**config.mk**
```make
export PLATFORM = sky130hd
export DESIGN_NAME = instruction_fetch_unit
export DESIGN_NICKNAME = d
export VERILOG_FILES = /design/src/rtl/instruction_fetch_unit.sv
export SDC_FILE = /design/constraint.sdc
export NUM_CORES = 1
export LEC_CHECK = 0
export CAP_MARGIN = 20
export CORE_MARGIN = 2
export CORE_UTILIZATION = 46
export DETAILED_ROUTE_END_ITERATION = 10
export MAX_ROUTING_LAYER = met4
export PLACE_DENSITY = 0.95
export SYNTH_ARGS = -nofsm -noshare
export SYNTH_HDL_FRONTEND = slang
export SYNTH_SLANG_ARGS = --single-unit
```
**constraint.sdc**
```tcl
create_clock -name clk -period 4.9 [get_ports clk]
set_clock_uncertainty 0.2 [all_clocks]
set_input_delay 0.49 -clock clk [delete_from_list [all_inputs] [get_ports clk]]
set_output_delay 0.49 -clock clk [all_outputs]
set_load 0.1 [all_outputs]
```
**src/rtl/instruction_fetch_unit.sv**
```systemverilog
// Fetch stage: owns the PC, runs a req/ack handshake to a variable-latency
// instruction memory and holds each fetched word until decode accepts it.
module instruction_fetch_unit #(
  parameter int unsigned         XLEN      = 32,
  parameter logic [XLEN-1:0]     RESET_PC  = '0,
  parameter logic [31:0]         NOP_INSTR = 32'h0000_0013
) (
  input  logic            clk,
  input  logic            rst_n,
  output logic            imem_req,
  output logic [XLEN-1:0] imem_addr,
  input  logic            imem_ack,
  input  logic [31:0]     imem_rdata,
  input  logic            id_ready,
  input  logic            PCSel,
  input  logic [XLEN-1:0] target,
  output logic            instr_valid,
  output logic [31:0]     instr,
  output logic [XLEN-1:0] pc,
  output logic [XLEN-1:0] pc_plus4,
  output logic [5:0]      opcode,
  output logic [2:0]      funct3,
  output logic            funct7,
  output logic            misaligned,
  output logic [31:0]     fetch_count
);

  typedef enum logic [1:0] {
    S_IDLE = 2'd0,
    S_REQ  = 2'd1,
    S_HOLD = 2'd2
  } state_t;

  state_t          r_state;
  logic [XLEN-1:0] r_pc;
  logic [31:0]     r_instr;
  logic            r_req;
  logic            r_valid;
  logic            r_misaligned;
  logic [31:0]     r_fetch_count;

  logic [XLEN-1:0] w_pc_plus4;
  logic [XLEN-1:0] w_next_pc;
  logic            w_unused_tgt0;

  // target[0] is dropped by jalr semantics; target[1] only raises misaligned
  assign w_pc_plus4    = r_pc + XLEN'(4);
  assign w_next_pc     = PCSel ? {target[XLEN-1:2], 2'b00} : w_pc_plus4;
  assign w_unused_tgt0 = target[0];

  // Fetch FSM: PCSel/target are only consulted on the HOLD hand-off edge
  always_ff @(posedge clk or negedge rst_n) begin
    if (!rst_n) begin
      r_state       <= S_IDLE;
      r_pc          <= RESET_PC;
      r_instr       <= NOP_INSTR;
      r_req         <= 1'b0;
      r_valid       <= 1'b0;
      r_misaligned  <= 1'b0;
      r_fetch_count <= '0;
    end else begin
      r_misaligned <= 1'b0;
      case (r_state)
        S_IDLE: begin
          r_state <= S_REQ;
          r_req   <= 1'b1;
        end
        S_REQ: begin
          if (imem_ack) begin
            r_instr <= imem_rdata;
            r_valid <= 1'b1;
            r_req   <= 1'b0;
            r_state <= S_HOLD;
          end
        end
        S_HOLD: begin
          if (id_ready) begin
            r_instr       <= NOP_INSTR;
            r_valid       <= 1'b0;
            r_fetch_count <= r_fetch_count + 32'd1;
            r_pc          <= w_next_pc;
            r_misaligned  <= PCSel & target[1];
            r_req         <= 1'b1;
            r_state       <= S_REQ;
          end
        end
        default: begin
          r_state <= S_IDLE;
          r_req   <= 1'b0;
          r_valid <= 1'b0;
        end
      endcase
    end
  end

  assign imem_req    = r_req;
  assign imem_addr   = r_pc;
  assign instr_valid = r_valid;
  assign instr       = r_instr;
  assign pc          = r_pc;
  assign pc_plus4    = w_pc_plus4;
  assign opcode      = r_instr[6:1];
  assign funct3      = r_instr[14:12];
  assign funct7      = r_instr[30];
  assign misaligned  = r_misaligned;
  assign fetch_count = r_fetch_count;

endmodule

```
### Word-level counts from Yosys, hierarchy flattened

Index checks and enable logic that the tools add are counted.

| storage, ports and cells | value |
|---|---|
| register bits | 101 |
| input bits | 69 |
| output and inout bits | 173 |

| cells by class | value |
|---|---|
| $add $sub $neg | 2 |
| equality and inequality tests | 4 |
| multiplexer cells | 15 |
| bitwise gates (word level) | 2 |
| reduce and logical (&&, ||, !) cells | 6 |

Operator list:

| kind | number |
|---|---|
| two-way mux 32 bit | 3 |
| one-hot mux 32 bit (2 select lines) | 1 |
| adder 32 x 1 -> 32 bit (second input constant) | 1 |
| adder 32 x 3 -> 32 bit (second input constant) | 1 |
| two-way mux 1 bit | 6 |
| one-hot mux 1 bit (3 select lines) | 2 |
| one-hot mux 2 bit (3 select lines) | 1 |
| AND reduction 3 bit | 2 |
| two-way mux 2 bit | 2 |
| inequality test 2 bit (second input constant) | 2 |
| AND reduction 2 bit | 2 |
| equality test 2 x 1 -> 1 bit (second input constant) | 1 |
| equality test 2 bit (second input constant) | 1 |
| logical NOT 2 bit | 1 |
| nonzero test 2 bit | 1 |
| bitwise AND 1 bit | 1 |
| inverter 1 bit | 1 |

### Logic depth before layout (Yosys ltp)

| logic depth | value |
|---|---|
| depth in word-level cells | 3 |
| depth in mapped cells | 7 |

### Worst setup path before layout

No wires, ideal clock.

| path | value |
|---|---|
| path kind | reg2out |
| start point | register r_pc[3] (netlist: imem_addr[3]) |
| end point | output pc_plus4[24] |
| arrival time | 3808 ps |
| path slack | 402 ps |
| cell stages (with the launch flop) | 6 |
| cell sequence | dfrtp_1 ha_1 and2_1 nand4_4 or3_1 xnor2_1 |

| on the way | value |
|---|---|
| longest elaborated chain between the ends | 1 |

RTL lines:

| what | RTL line | RTL |
|---|---|---|
| start, declared | 35 | `logic [XLEN-1:0] r_pc;` |
| start signal, assigned | 81 | `r_pc <= w_next_pc;` |
| adder 32 x 3 -> 32 bit | 47 | `assign w_pc_plus4 = r_pc + XLEN'(4);` |
| end, declared | 20 | `output logic [XLEN-1:0] pc_plus4,` |

Every way passes these cells.

### Worst setup path in the final report

| path | value |
|---|---|
| start point | register r_pc[19] (netlist: imem_addr[19]) |
| end point | output pc_plus4[31] |

Same word-level chain as after synthesis.

==> qor.txt <==
Crit path arrival time - 3.32 ns
Final Slew Violations - 0
top cells by area, synth - dfrtp_1 (43%), xnor2_1 (6.9%), buf_4 (6.4%), a22o_1 (4.7%), nand3_1 (3.6%)
GR Util All Layers - 25.9%
Cell Area, Synth - 5590 um^2
post-DR wirelength/cell - 18.7 um
Sink Count - 98
I/O pin count - 242
Cell Area, Placed - 7620 um^2
Detailed Place HPWL - 11,900 um
Mapped Cells - 568
top cell type's share of synthesized area - 42.5%
IO Port Bufs - 234
design area - 8010 um^2
FFs w/ async S/R, synth - 100%
CTS Root Cell - clkbuf_16
flop2flop setup slack - 2.26 ns
Period minus WS final - 4.01 ns
initial antenna violation count - 0
chip width - 114 um
chip height - 114 um
H-tree lvl count - 3
family with the most delay on the worst path - buffers and inverters
Util after Layout - 67.2%
Cell Chain, Critical Path - nand3_1 -> nor4_1 -> nand4_1 -> xnor2_1 -> clkdlybuf4s50_1
FMAX - 250 MHz
status - complete, no violations
drt pass-1 iters - 4
global route total overflow - 0
Crit. path cell count - 5
Post-CTS Setup Bufs - 0
setup TNS - 0 ns
worst path bufs/invs - 1
Seq/Total Area, Yosys - 44.0%
Reg2Reg Depth - 5
TritonCTS clock tree - done
Worst path slowest cell - clkdlybuf4s50_1
RR Endpoint - imem_addr[30]$_DFFE_PN0P_
Critical Path Start - imem_addr[19]$_DFFE_PN0P_
antenna cells - 0
GPL Wtd Cong - 0.898
Synth cell types - 62
Worst slew margin - 28.8%
TritonCTS Buffers - 9
max-capacitance violation count - 0
final wirelength - 16,800 um
Worst R2R Start - imem_addr[2]$_DFFE_PN0P_
total number of vias - 5,143
final hold violation count - 0
#FFs+latches synth - 98
unrepaired setup endpoints after global routing - false
Main synth FF type - dfrtp_1
Critical Path Start Type - register
number of cell rows - 40
Critical Path Fanout Max - 10
Final setup viols - 0
Critical Path End - pc_plus4[31]
hold path cells - 1
Post-synth EDFFs - 0
Least-Margin Pin Slew - 1.07 ns
Worst Hold Class - reg2reg
CTS Buffer Depth - 2
Die Area - 13,000 um^2
# DRC - 0
Post-layout nets - 815
first-pass GRT wire length - 26,100 um
layout cells sized above 1 - 7.61%
Synth-to-Final Area Change - 43.3%
CTS clk-pin slew, worst paths - 0.07 ns
core area - 11,900 um^2
vias in the first global route - 4,981
Yosys warning count - 0
initial DRC count - 414
mean post-synth cell area - 9.84 um^2
post-synth top area cell - dfrtp_1
Initial Util - 46.9%
Worst Path Required - 4.21 ns
crit-path max cell delay - 1.15 ns
later-pin clock latency in the skew report - 0.34 ns
CP endpoint kind - output port
DR vias/cell - 5.74
period utilization - 81.8%
Final ANT Viol Nets - 0
largest net degree at the start of global routing - 67
Setup Crit Path Kind - reg2out
[how the worst min path moves through the flow]
stage,start,to
2_1_floorplan,rst_n,fetch_count[0]$_DFFE_PN0P_
3_3_place_gp,rst_n,fetch_count[15]$_DFFE_PN0P_
3_5_place_dp,rst_n,fetch_count[20]$_DFFE_PN0P_
4_1_cts,fetch_count[31]$_DFFE_PN0P_,fetch_count[31]$_DFFE_PN0P_
5_1_grt,fetch_count[31]$_DFFE_PN0P_,fetch_count[31]$_DFFE_PN0P_
6_report,instr[7]$_DFFE_PN0P_,instr[7]$_DFFE_PN0P_
[synth_stat cells (3+ instances only)]
master,number
nor3_1,16
nor2_1,18
o21ai_0,16
a21oi_1,17
a22o_1,30
and2_1,3
o22a_1,3
nand3_1,40
or3_1,14
a22oi_1,3
a311o_1,3
nand3b_1,3
nor4_2,3
dfstp_2,3
o211ai_1,9
nand4_1,18
and3_1,20
a31oi_1,5
o2bb2ai_1,3
buf_4,48
nand2_1,39
nor4_1,4
or4_1,4
clkbuf_1,16
buf_2,14
and4_1,5
mux2i_1,3
xor2_1,14
o311ai_0,3
xnor2_1,44
dfrtp_1,95
o311ai_1,4
inv_1,8
[layout by cell type, fill, tap and decap left out, types with 4 or more instances in the layout]
| cell type | count |
|---|---|
| a31oi_1 | 5 |
| o311ai_1 | 4 |
| a22o_1 | 30 |
| nand4_1 | 18 |
| xnor2_1 | 44 |
| conb_1 | 6 |
| or3_1 | 14 |
| a21oi_1 | 17 |
| clkbuf_16 | 10 |
| dfrtp_1 | 95 |
| inv_1 | 8 |
| xor2_1 | 14 |
| and4_1 | 5 |
| nor3_1 | 16 |
| and3_1 | 20 |
| nor4_1 | 4 |
| buf_4 | 16 |
| clkdlybuf4s50_1 | 223 |
| nand3_1 | 40 |
| o21ai_0 | 16 |
| or4_1 | 4 |
| nor2_1 | 17 |
| nand2_1 | 39 |
| inv_8 | 4 |
| o211ai_1 | 9 |
[area by class of cell]
| cell class | instances | area, um^2 |
|---|---|---|
| flip-flops and latches | 98 | 2460 |
| repair buffers | 243 | 2420 |
| fillers | 881 | 3900 |
| clock inverters | 7 | 91.3 |
| multi-input cells | 383 | 2600 |
| well taps | 147 | 184 |
| inverters | 9 | 33.8 |
| clock buffers | 9 | 225 |
[sequential cells by signal, summed over array words and instances (netlist names)]
register	cells
fetch_count	32
instr	32
imem_addr	30
r_state	2
instr_valid	1
misaligned	1
[routing by layer]
layer / part of all wire [%] / track usage [%] / routed length, um
met2: 51 / 44.4 / 8520
met3: 6.8 / 3.81 / 1150
met4: 0.96 / 6.42 / 161
met1: 41 / 32.3 / 6970
met5: 0 / - / 0
[cell families after synthesis]
| group | count (synthesis) | synth area share (%) |
|---|---|---|
| buffers and inverters | 92 | 9.90 |
| adder cells (fa/ha/maj) | 2 | 0.448 |
| AND/OR/NAND/NOR | 206 | 21.8 |
| multiplexers | 3 | 0.537 |
| flip-flops | 98 | 44.0 |
| AO/OA/AOI/OAI | 108 | 14.2 |
| XOR/XNOR | 58 | 9.09 |
| other | 1 | 0.0671 |
[what timing repair did]
action / CTS / global route
hold buffers: 1 / 0
resized for setup: 0 / 0
endpoints found under the hold margin: 32 / 0
[per-stage QoR]
| stage | std cells | worst slack (ns) | hold WS (ns) |
|---|---|---|---|
| detailed placement | 876 | 1.29 | 0.257 |
| floorplan | 573 | 0.402 | -0.00559 |
| global route | 896 | 0.760 | 0.308 |
| global placement | 876 | 1.31 | 0.244 |
| finish | 896 | 0.893 | 0.299 |
| CTS | 893 | 0.903 | 0.301 |
Power is not shown: default switching activity piles up to over one toggle a cycle in this logic, so the estimate is an artifact.
